### src/rtl/cost_accumulator_pkg.sv
// Shared types for the loss/cost path: sample word, accumulator FSM states and
// the fixed-point scale used by the upstream loss stage.
package cost_accumulator_pkg;

  typedef logic signed [31:0] data_type;

  typedef enum logic [1:0] {
    ACCUM  = 2'd0,
    DIVIDE = 2'd1,
    HOLD   = 2'd2
  } cost_state_t;

  localparam int SIGMOID_DECIMAL_BITS = 12;

endpackage

### src/rtl/cost_mean_shift.sv
// Combinational batch mean: (acc + R) >>> BATCH_LOG2, truncated to data_type.
// COST_ROUND_EN selects R = 2**(BATCH_LOG2-1) (round half up); otherwise R = 0 (floor).
module cost_mean_shift
  import cost_accumulator_pkg::*;
#(
  parameter int BATCH_LOG2 = 3,
  parameter int ACC_W      = 48
) (
  input  logic signed [ACC_W-1:0] acc,
  output logic signed [31:0]      mean
);

  localparam int RND_SH = (BATCH_LOG2 > 0) ? BATCH_LOG2 - 1 : 0;

`ifdef COST_ROUND_EN
  localparam logic signed [ACC_W-1:0] RND = (BATCH_LOG2 > 0) ? (ACC_W'(1) << RND_SH) : '0;
`else
  localparam logic signed [ACC_W-1:0] RND = '0;
`endif

  logic signed [ACC_W-1:0] sum_w;
  logic signed [ACC_W-1:0] shf_w;

  // The sum cannot overflow: ACC_W leaves headroom for 2**BATCH_LOG2 samples plus R.
  always_comb begin
    sum_w = acc + RND;
    shf_w = sum_w >>> BATCH_LOG2;
    mean  = data_type'(shf_w);
  end

endmodule

### src/rtl/cost_accumulator.sv
// Mean of 2**BATCH_LOG2 loss samples; cost_valid 2 edges after last accept (DIVIDE, HOLD).
// loss_ready low in DIVIDE/HOLD; cost held stable until cost_ready. Rounding via COST_ROUND_EN.
module cost_accumulator
  import cost_accumulator_pkg::*;
#(
  parameter int BATCH_LOG2 = 3,
  parameter int ACC_W      = 48,
  parameter int CNT_W      = 16
) (
  input  logic              clk,
  input  logic              reset,
  input  logic              clear,
  input  logic signed [31:0] loss_in,
  input  logic              loss_valid,
  output logic              loss_ready,
  output logic signed [31:0] cost,
  output logic              cost_valid,
  input  logic              cost_ready,
  output logic [CNT_W-1:0]  batch_count
);

  if (BATCH_LOG2 < 0 || BATCH_LOG2 > 8) begin : g_bad_batch
    $error("cost_accumulator: BATCH_LOG2 must be in 0..8");
  end
  if (ACC_W < 32 + BATCH_LOG2) begin : g_bad_acc
    $error("cost_accumulator: ACC_W must be >= 32 + BATCH_LOG2");
  end

  localparam logic [BATCH_LOG2:0] CNT_LAST = (BATCH_LOG2 + 1)'((2 ** BATCH_LOG2) - 1);

  cost_state_t             state_q, state_d;
  logic signed [ACC_W-1:0] acc_q, acc_d;
  logic [BATCH_LOG2:0]     cnt_q, cnt_d;
  data_type                cost_q, cost_d;
  logic [CNT_W-1:0]        batch_count_q, batch_count_d;
  data_type                mean_w;

  cost_mean_shift #(
    .BATCH_LOG2 (BATCH_LOG2),
    .ACC_W      (ACC_W)
  ) u_mean (
    .acc  (acc_q),
    .mean (mean_w)
  );

  always_comb begin
    state_d       = state_q;
    acc_d         = acc_q;
    cnt_d         = cnt_q;
    cost_d        = cost_q;
    batch_count_d = batch_count_q;

    // clear outranks both handshakes in every state.
    unique case (state_q)
      ACCUM: begin
        if (clear) begin
          acc_d = '0;
          cnt_d = '0;
        end else if (loss_valid) begin
          acc_d = acc_q + ACC_W'(loss_in);
          cnt_d = cnt_q + (BATCH_LOG2 + 1)'(1);
          if (cnt_q == CNT_LAST) begin
            state_d = DIVIDE;
          end
        end
      end
      DIVIDE: begin
        if (clear) begin
          state_d = ACCUM;
          acc_d   = '0;
          cnt_d   = '0;
        end else begin
          cost_d  = mean_w;
          state_d = HOLD;
        end
      end
      HOLD: begin
        if (clear) begin
          state_d = ACCUM;
          acc_d   = '0;
          cnt_d   = '0;
        end else if (cost_ready) begin
          batch_count_d = batch_count_q + CNT_W'(1);
          acc_d         = '0;
          cnt_d         = '0;
          state_d       = ACCUM;
        end
      end
      default: begin
        state_d = ACCUM;
        acc_d   = '0;
        cnt_d   = '0;
      end
    endcase
  end

  always_ff @(posedge clk) begin
    if (reset) begin
      state_q       <= ACCUM;
      acc_q         <= '0;
      cnt_q         <= '0;
      cost_q        <= '0;
      batch_count_q <= '0;
    end else begin
      state_q       <= state_d;
      acc_q         <= acc_d;
      cnt_q         <= cnt_d;
      cost_q        <= cost_d;
      batch_count_q <= batch_count_d;
    end
  end

  assign loss_ready  = (state_q == ACCUM);
  assign cost_valid  = (state_q == HOLD);
  assign cost        = cost_q;
  assign batch_count = batch_count_q;

endmodule
### config.mk
export PLATFORM = sky130hd
export DESIGN_NAME = cost_accumulator
export DESIGN_NICKNAME = d
export VERILOG_FILES = /design/src/rtl/cost_accumulator_pkg.sv /design/src/rtl/cost_mean_shift.sv /design/src/rtl/cost_accumulator.sv
export SDC_FILE = /design/constraint.sdc
export NUM_CORES = 1
export LEC_CHECK = 0
export ABC_AREA = 1
export BUFFER_PORTS_ARGS = -buffer_cell sky130_fd_sc_hd__buf_4
export CAP_MARGIN = 40
export CORE_ASPECT_RATIO = 1.4
export CORE_UTILIZATION = 45
export DETAILED_ROUTE_END_ITERATION = 8
export PLACE_DENSITY_LB_ADDON = 0.1
export SETUP_SLACK_MARGIN = 0.05
export SYNTH_ARGS = -nofsm -noshare
export SYNTH_HDL_FRONTEND = slang
export SYNTH_SLANG_ARGS = --single-unit
### constraint.sdc
create_clock -name clk -period 4.6 [get_ports clk]
set_clock_uncertainty 0.1 [all_clocks]
set_input_delay 0.23 -clock clk [delete_from_list [all_inputs] [get_ports clk]]
set_output_delay 0.23 -clock clk [all_outputs]
set_load 0.05 [all_outputs]
==> results.md <==
Clocking
- sky130_fd_sc_hd__clkbuf_16 — CTS root buf
- 2 — maximum buffer depth of the clock tree
- 0 — post-CTS setup buffer count
- 0.06 ns — clk slew on worst S/H paths
- 0 — number of gates resized after cts
- 0 — total of hold buffers inserted after clock tree synthesis
- 0.35 ns — clock latency on the worst-skew pair
- 89 — CTS sink count
- 3 — CTS HTree Levels
- 9 — clock buffer count from CTS
- yes — CTS tree

Floorplan
- 48 — Row Count
- 13100 um2 — total die area
- 87 — number of top-level pins
- 97.02 um — Die W
- 135.0 um — DIE HEIGHT
- 12310 um2 — area inside the core boundary
- 46.20% — effective utilization at floorplan

Drt
- 13.03 um — per-cell routed wire length
- 5.006 — Avg Vias per Cell
- 5662 — number of vias after detailed routing
- 14740 um — overall routed net length
- 0 — count of unresolved DRC violations after routing
- 5 — number of search-and-repair iterations in the first detailed-routing pass
- 244 — DRC violation total after the first TritonRoute iteration
- 0 — antenna viol nets, final

Synth
- 31.32% — sequential share of the synthesized area
- sky130_fd_sc_hd__nand2_1 (248), sky130_fd_sc_hd__inv_1 (130), sky130_fd_sc_hd__a21oi_1 (124) — Commonest cells post-synth
- 89 — register bit total from synthesis
- sky130_fd_sc_hd__dfxtp_1 — Yosys top cell by area
- 6.327 um2 — syn avg cell area
- 31.32% — area share of the largest cell type after synthesis
- 5688 um2 — Post-Synthesis Cell Area
- 0% — share of flip-flops with an asynchronous set or reset after synthesis
- 899 — cell count after synthesis
- 973 — number of nets in the synthesized netlist
- 0 — number of synthesized flops with an enable pin
- 0 — yosys warns
- 36 — Cell variety after synth
- sky130_fd_sc_hd__dfxtp_1 — most instantiated flip-flop cell in the synthesis netlist
- sky130_fd_sc_hd__dfxtp_1 (31%), sky130_fd_sc_hd__nand2_1 (16%), sky130_fd_sc_hd__a21oi_1 (11%), sky130_fd_sc_hd__inv_1 (8.6%), sky130_fd_sc_hd__ha_1 (7.9%) — cells taking the most area after synthesis
- sky130_fd_sc_hd__nand2_1 — most frequent cell after synthesis

Final layout
- 0 — n_diodes
- 3274 um2 — area taken by multi-input logic gates
- 1276 — Layout fillers
- 1131 — Layout Cells excl Fill
- 13.76% — share of final-layout standard cells stronger than drive strength 1
- 1050 — post-layout net count
- 6729 um2 — post-route cell area
- 1782 um2 — Seq. cell area
- 18.30% — Syn-to-layout area delta

Critical path
- flip-flop — startpoint kind of the worst setup timing path
- flip-flop — element type at the critical path end
- 10 — worst r2r path cells
- acc_q[6] — Crit Reg-Reg Endpoint
- 66 — CP max FO
- 2.85 ns — arrival time reported for the critical path endpoint
- 4.77 ns — required arrival time at the worst endpoint
- state_q[1] — Setup crit start
- state_q[1] — Reg-to-Reg Start
- flip-flop to flip-flop — type of the worst setup path
- 1.92 ns — reg2reg setup slack
- acc_q[6] — worst setup path endpoint

Global routing
- 24700 um — first-pass GRT wire length
- 67 — pin count of the biggest net entering global routing
- 0 — initial antenna violation count
- 0 — leftover overflow at the end of global routing
- 5306 — via count of the first global-routing pass
- 23.06% — GRT Total Usage

Outcome
- finished, final reports clean — status

Timing
- 47.35% — tightest slew margin relative to the limit
- 0.05860 ns — worst-case hold slack
- 373.0 MHz — FMAX
- 0 — final hold vios
- 58.29% — post-route clock period utilization
- 2.681 ns — final worst path period need
- 0 — number of max-slew violations in the final report
- 0.7889 ns — measured slew at the worst slew-check pin
- 1.919 ns — fin worst setup slack
- 0 — Setup violations, final
- 0 ns — setup tns final
- no — RSZ-0062 raised after global routing

Min path
- 3 — Hold Path Depth
- input pin to flip-flop — type of the worst min-delay path
- loss_valid — critical hold path startpoint

Place
- 11320 um — detailed placer's ending HPWL
- 1115 — total placed cells including tap cells
- 86 — number of buffers inserted by port buffering
- 0.9301 — GPL Wtd Cong
- 1.926 ns — Worst Setup Slack post-DPL
- 6437 um2 — Placed Instance Area

Pwr
- 0.1808 mV — peak supply drop
- 284.5 nW/um2 — Cell Pwr Density
- 3.219 nW — static power due to leakage

Flow run
- 0 — number of max-capacitance violations reported

flip-flops by register name (all words and copies together), names as in the netlist:
register     count
state_q          2
cnt_q            4
cost            32
batch_count     16
acc_q           35
metrics by stage:
stage	power (mW)	utilization (%)
floorplan	1.099	-
global placement	1.203	52.29
detailed placement	1.204	52.29
CTS	1.930	54.65
global route	2.011	54.65
finish	1.915	54.65
cell usage in the layout, fill, tap and decap left out, types with 5 or more instances in the layout:
cell type	synthesis	final
sky130_fd_sc_hd__nand2_1	248	248
sky130_fd_sc_hd__inv_1	130	130
sky130_fd_sc_hd__a21oi_1	124	124
sky130_fd_sc_hd__dfxtp_1	89	89
sky130_fd_sc_hd__buf_4	3	89
sky130_fd_sc_hd__nor2_1	62	62
sky130_fd_sc_hd__o21ai_0	58	58
sky130_fd_sc_hd__nand3_1	48	47
sky130_fd_sc_hd__ha_1	36	36
sky130_fd_sc_hd__nor3_1	12	12
sky130_fd_sc_hd__inv_2	9	9
sky130_fd_sc_hd__o21ai_1	9	9
sky130_fd_sc_hd__clkbuf_16	0	9
sky130_fd_sc_hd__nand3b_1	7	7
sky130_fd_sc_hd__or2_2	6	6
sky130_fd_sc_hd__nand4_1	5	5
where the power goes:
group / internal (mW) / total [mW] / switching [mW]
clock network: 0.381 / 0.725 / 0.343
registers: 0.794 / 0.815 / 0.0209
logic: 0.135 / 0.375 / 0.240
metal layers:
metal | track usage [%] | routed length (um)
met5 | 0 | 0
met4 | 8.872 | 430
met3 | 3.520 | 485
met2 | 42.21 | 7341
met1 | 26.90 | 6478
kinds of logic after synthesis:
logic type               synth area share (%)
AO/OA/AOI/OAI                           18.10
adder cells (fa/ha/maj)                 8.271
XOR/XNOR                               0.7699
buffers and inverters                   11.20
AND/OR/NAND/NOR                         30.33
flip-flops                              31.32
worst max-delay path: stages (launching register included):
cell and delay [ns]:
sky130_fd_sc_hd__dfxtp_1 0.36, sky130_fd_sc_hd__inv_2 0.07, sky130_fd_sc_hd__nand3_2 0.05, sky130_fd_sc_hd__buf_4 0.46, sky130_fd_sc_hd__nand3_2 0.11, sky130_fd_sc_hd__buf_4 0.27
sky130_fd_sc_hd__inv_2 0.10, sky130_fd_sc_hd__nand2_1 0.22, sky130_fd_sc_hd__inv_2 0.51, sky130_fd_sc_hd__nand3_1 0.13, sky130_fd_sc_hd__a21oi_1 0.16
final cells by class:
cell class                      count  area share [%]
Clock buffer                       10           3.403
Timing Repair Buffer               89           9.929
Sequential cell                    89           26.48
Multi-Input combinational cell    647           48.66
Tap cell                          150           2.789
Inverter                          140           7.810
Clock inverter                      6          0.9297
worst min-delay path by stage:
stage / endpoint / slack [ns]
4_1_cts: state_q[0] / 0.05
2_1_floorplan: state_q[0] / 0.27
6_report: state_q[0] / 0.06
5_1_grt: state_q[0] / 0.06
3_3_place_gp: cost[26] / 0.34
3_5_place_dp: cost[0] / 0.34
Power figures use the tool's default switching activity.
